===== src/rtl/isa_instr_sequencer.sv =====
// Program sequencer for the 20-bit ISA datapath: holds a small instruction store
// and issues a run of words in order over a valid/ready handshake.
module isa_instr_sequencer #(
    parameter int IW    = 20,
    parameter int DEPTH = 16,
    parameter int AW    = 4
) (
    input  logic          clk,
    input  logic          rst,
    input  logic          load_we,
    input  logic [AW-1:0] load_addr,
    input  logic [IW-1:0] load_data,
    input  logic          start,
    input  logic [AW:0]   len,
    output logic [IW-1:0] instr,
    output logic          instr_valid,
    input  logic          instr_ready,
    output logic          busy,
    output logic          done,
    output logic [AW-1:0] pc
);

    localparam logic [1:0] S_IDLE  = 2'd0;
    localparam logic [1:0] S_FETCH = 2'd1;
    localparam logic [1:0] S_ISSUE = 2'd2;
    localparam logic [1:0] S_DONE  = 2'd3;

    logic [1:0]    state;
    logic [AW:0]   len_q;
    logic [IW-1:0] mem [DEPTH];

    assign busy = (state != S_IDLE);
    assign done = (state == S_DONE);

    // NOTE: the program store has no reset so it maps onto plain RAM; contents
    // survive rst and are only changed by load writes while idle.
    always_ff @(posedge clk) begin
        if (load_we && state == S_IDLE) begin
            mem[load_addr] <= load_data;
        end
    end

    // The FETCH-cycle read of mem[pc] is registered straight into instr, so a word
    // written on the same edge as start is already visible when fetched.
    always_ff @(posedge clk) begin
        if (rst) begin
            state       <= S_IDLE;
            pc          <= '0;
            instr       <= '0;
            instr_valid <= 1'b0;
            len_q       <= '0;
        end else begin
            case (state)
                S_IDLE: begin
                    if (start) begin
                        if (len != '0) begin
                            pc    <= '0;
                            len_q <= len;
                            state <= S_FETCH;
                        end else begin
                            state <= S_DONE;
                        end
                    end
                end
                S_FETCH: begin
                    instr       <= mem[pc];
                    instr_valid <= 1'b1;
                    state       <= S_ISSUE;
                end
                S_ISSUE: begin
                    if (instr_ready) begin
                        instr_valid <= 1'b0;
                        // len_q is one bit wider than pc so len=DEPTH ends at pc=DEPTH-1
                        if ({1'b0, pc} == len_q - (AW+1)'(1)) begin
                            state <= S_DONE;
                        end else begin
                            pc    <= pc + 1'b1;
                            state <= S_FETCH;
                        end
                    end
                end
                default: begin
                    state <= S_IDLE;
                end
            endcase
        end
    end

endmodule


===== config.mk =====
export PLATFORM = sky130hd
export DESIGN_NAME = isa_instr_sequencer
export DESIGN_NICKNAME = d
export VERILOG_FILES = /design/src/rtl/isa_instr_sequencer.sv
export SDC_FILE = /design/constraint.sdc
export NUM_CORES = 1
export LEC_CHECK = 0
export BUFFER_PORTS_ARGS = -buffer_cell sky130_fd_sc_hd__buf_2
export CAP_MARGIN = 30
export CORE_AREA = 2 2 152 154
export CTS_CLUSTER_DIAMETER = 50
export DETAILED_ROUTE_END_ITERATION = 16
export DIE_AREA = 0 0 154 156
export GPL_TIMING_DRIVEN = 0
export HOLD_SLACK_MARGIN = 0.03
export PLACE_DENSITY = 0.75
export RECOVER_POWER = 50
export SYNTH_ARGS = -nofsm -noshare
export SYNTH_HDL_FRONTEND = slang
export SYNTH_SLANG_ARGS = --single-unit

===== constraint.sdc =====
create_clock -name clk -period 3.6 [get_ports clk]
set_input_delay 0.18 -clock clk [delete_from_list [all_inputs] [get_ports clk]]
set_output_delay 0.18 -clock clk [all_outputs]
set_load 0.05 [all_outputs]

Yosys cells after proc, flatten, opt, wreduce, memory -nomap -nowiden
Memory sizes are Yosys's and may differ from the RTL's. A register that Yosys moved wholly into a read port is not among the register bits.
Index checks and enable logic that the tools add are counted.
Widths: inputs -> output; s select.
{ "classes": {"n_addsub": 2, "mul": 0, "div_mod_pow": 0, "magnitude_cmp": 0, "eq_ne": 8, "shifts": 0, "mux": 14, "bitwise_logic": 0, "n_reduce_logical": 10} }
{ "ops": {"columns": ["operator", "n"], "rows": [
  ["$mux 4", 4],
  ["$mux 2", 4],
  ["$pmux 4 s2", 1],
  ["$ne 2x2->1 const B", 3],
  ["$pmux 2 s3", 1],
  ["$reduce_bool 2->1", 3],
  ["$eq 4x5->1", 1],
  ["$reduce_and 5->1", 1],
  ["$reduce_bool 5->1", 1],
  ["$sub 5x1->5 const B", 1],
  ["$add 4x1->4 const B", 1],
  ["$eq 2x2->1 const B", 2],
  ["$reduce_and 2->1", 2],
  ["$mux 1", 3],
  ["$reduce_and 3->1", 1],
  ["$eq 2x1->1 const B", 1],
  ["$logic_not 2->1", 1],
  ["$ne 2x1->1 const B", 1],
  ["$pmux 1 s2", 1],
  ["$logic_and 1x1->1", 1]
]} }
{ "word_totals": {"regBits": 12, "latch_bits": 0, "ram_bits": 320, "mem_bits_ro": 0, "elab_cells": 39, "memories": 1} }
{ "memory_table": {"columns": ["name", "words", "word_bits", "read_ports", "rd_ports_with_merged_regs", "wr", "line_no", "text"], "rows": [
  ["mem", 16, 20, 1, 1, 1, "30", "logic [IW-1:0] mem [DEPTH];"]
]} }

Depth between registers and ports, before layout
{ "depth": {"depth_word": 5, "mapped_depth": 7, "depth_no_buf": 7} }

Worst setup path before layout
Ideal clock, no wire load.
{ "synth_path": {"path_type": "reg-to-reg", "startpoint": "register state[1]", "endpoint": "memory mem[0][0] (enable)", "setup_time_ps": 422, "arrival_ps": 2570, "slack_ps": 607, "stages_incl_launch_ff": 6, "path_buffers": 1, "path_cell_list": "dfxtp_1 > clkbuf_1 > nor2_1 > nand2_1 > or3_1 > nor3_1"} }
{ "synth_via": {"elab_chain_len": 4} }
{ "synth_lines": {"columns": ["item", "line_no", "text"], "rows": [
  ["from (decl)", "28", "logic [1:0] state;"],
  ["from (signal assigned)", "47", "state <= S_IDLE;"],
  ["from (signal assigned)", "59", "state <= S_FETCH;"],
  ["from (signal assigned)", "61", "state <= S_DONE;"],
  ["$logic_not 2->1", "38", "if (load_we && state == S_IDLE) begin"],
  ["$logic_and 1x1->1", "38", null],
  ["$mux 1", "38", null],
  ["$mux 1 (not written as such)", "39", "mem[load_addr] <= load_data;"],
  ["to (decl)", "30", null]
]} }
Every way passes these cells.

Final worst setup path
{ "layout_path": {"startpoint": "register state[1]", "endpoint": "memory mem[0][5] (enable)"} }
Same word-level chain as after synthesis.

==> impl_results.md <==
- Status: finished clean
- Area grow syn2layout: 16.2%
- R2r startpoint: state[1]
- Largest family of logic cells by synthesized area: multiplexers
- Most used cell, CP: buf_6
- Period utilization: 81.4%
- CTS clk-pin slew, worst paths: 0.07 ns
- Worst Path Arrival: 3.14 ns
- Vias: about 7000
- EDFF count, synth: 320
- CP max stage delay: 0.71 ns
- Hold Path Origin: instr_ready
- Achievable Freq: 341 MHz
- Hold crit path type: in2reg
- Largest net degree at the start of global routing: 21
- FF-to-FF End: mem[0][5]
- Vert. Die Dim: 156 µm
- CP max stage cell: nor3_2
- H-tree depth: 2
- Post-CTS Setup Inserts: 0
- Port bufs: 60
- Post-layout min period: ~2.9 ns
- Slew HR: between 30 and 40%
- Starting DRT DRC Count: 810
- Ant diodes: 0
- VDD IR max: 0.411 mV
- Total GRT Usage: 27.0%
- First-pass GRT wire length: approximately 46000 µm
- Worst Skew: 0.0136 ns
- Post-synth ARST share: 0%
- First drt pass iteration count: 5
- Reg2Reg Setup Slack: 0.67 ns
- CP Max Fanout: 9
- Max_cap viols: 0
- Tightest Pin Transition: 1.01 ns
- Placed Instances: 995
- CP Buf/Inv Count: 3
- Final HPWL DP: 18300 µm
- Hold WS: 0.0608 ns
- Drt wl/cell: 29.3 µm
- DRC errors left: 0
- Core area: approximately 0.022 mm²
- Antenna violations before repair: 0
- Critical path capture point type: flop
- Die ar.: 0.0240 mm²
- Post-synthesis adder-cell area fraction: less than 1%
- CP delay by family, top: simple AND/OR/NAND/NOR gates
- Cell area after synthesis: 0.0135 mm²
- Leak Pwr: 4.85 nW
- CTS tree: yes
- Bufs on Longest Clock Path: 3
- Root Driver: clkbuf_16
- Total grt overflow: 0
- Placer congestion estimate: 0.869
- Mux contribution to synthesized area: 16.9%
- CP Class: reg2reg
- Total Wirelength: about 31000 µm
- Simple-gate share of the synthesized area: approximately 2.7%
- Starting Density: 60.4%
- Design Power: 8.70 mW
- Most frequent cells in the layout: edfxtp_1, mux4_2, clkbuf_1
- Vias in the first global route: 7197
- Clk_lat worst skew: 0.51 ns
- Synth Net Count: slightly below 700
- Top FF cell, synth: edfxtp_1
- RSZ-0062 raised after global routing: no
- Netlist cell types: 42
- Destination of the worst hold path: state[0]
- Commonest non-fill, non-tap cell in the layout: edfxtp_1
- Pins Over Slew Limit: 0
- Post-synthesis compound-gate area fraction: 1.93%
- Hold path depth: 3
- Startpoint types: flop
- Mapped Cells: 638
- FF-to-FF path depth: 7
- Post-route ant nets: 0
- Final Instance Count excl. Fillers: 1067
- Hold_buf cts: 8
- Sequential element share of the synthesized area: 75.9%
- Post-cts resize count: 0
- CTS Sinks: 352
- Die Wd: 154 µm
- Syn. warnings: 0
- Via density: 6.51
- Synth Register Bits: between 300 and 400
- Cell row count: 55
- Final setup fails: 0
- Final hold vios: 0
- CTS buffer count: 37
- Avg Inst Size Synth: 21.2 µm²
- Worst Path Required: 3.81 ns
- I/O pins: 61
- Power per cell area: 554 mW/mm²
- Xor and xnor area share after synthesis: 0.324%
- Cells along the critical path: clkbuf_1 > nor2_1 > nand2_1 > or3_1 > nor3_2 > buf_6 > buf_6
- Layout cell share with drive strength beyond 1: 26.1%
- Fin nets: 794
cell families (layout without fill, tap and decap cells):
logic type,after synthesis,count (layout)
compound gates,43,43
xor+xnor,5,5
fa+ha+maj,2,2
buf+inv,57,201
flops,352,352
mux,101,101
simple gates,78,78
per-layer routing:
layer  global-route usage, %  wire length (µm)  share of wire [%]
met1                    39.2             12400                 40
met2                    41.9             15100                 48
met3                    5.42              2840                9.1
met4                    9.61               984                3.1
met5                       0                 0                  0
per-stage QoR:
stage / util (%) / worst slack, ns / area (µm²) / setup TNS (ns)
after detailed placement: 64.7 / 0.700 / 14500 / 0
after global routing: 70.2 / 0.578 / 15700 / 0
final: 70.2 / 0.669 / 15700 / 0
after floorplan: - / 0.607 / 13500 / 0
after CTS: 70.4 / 0.669 / 15700 / 0
after global placement: 63.3 / -1.26 / 14200 / -91.91
flip-flops by register name (all words and copies together) (netlist names):
| register | cells |
|---|---|
| instr_valid | 1 |
| state | 2 |
| len_q | 5 |
| pc | 4 |
| mem | 320 |
| instr | 20 |
where the power goes:
part / switching (mW) / total, mW / internal [mW]
Combinational: 0.267 / 0.394 / 0.127
Sequential: 0.0265 / 4.54 / 4.52
Clock: 1.52 / 3.76 / 2.24
Total: 1.81 / 8.70 / 6.89
worst register-to-register path, delay by kind of cell, from the launching register on:
kind	cells	cell delay, ns
and+or+nand+nor	4	1.68
buffers and inverters	3	0.64
DFF	1	0.30
cells in the mapped netlist, types with 3 or more instances:
cell	count	area share (%)
a22oi_1	4	0.22
clkbuf_1	11	0.31
nand4b_1	3	0.19
mux4_1	7	1.4
nand2b_1	5	0.23
dfxtp_1	32	4.7
a21oi_1	3	0.11
mux4_2	93	16
xnor2_1	3	0.19
o21ai_1	22	0.82
o21ai_0	4	0.15
buf_6	7	0.58
clkinv_1	20	0.56
nand2_1	29	0.81
nor3_1	7	0.26
nor2_1	23	0.64
edfxtp_1	320	71
buf_2	5	0.19
buf_1	8	0.22
inv_1	5	0.14
worst max-delay path by stage:
stage	start	depth (start not counted)	end	slack (ns)
2_1_floorplan	state[1]	5	mem[0][0]	0.61
3_3_place_gp	state[1]	5	mem[0][1]	-1.26
3_5_place_dp	state[1]	7	mem[0][14]	0.70
4_1_cts	state[1]	7	mem[0][7]	0.67
5_1_grt	state[1]	7	mem[0][7]	0.58
6_report	state[1]	7	mem[0][5]	0.67
area by class of cell:
class,instances,area (µm²)
clock buffer,48,997
clock inverter,15,185
multi-input combinational,229,3070
sequential,352,10200
tap,285,357
buffer,31,175
inverter,26,97.6
fill,1284,6670
timing repair buffer,81,559
(Power assumes the default switching activity.)
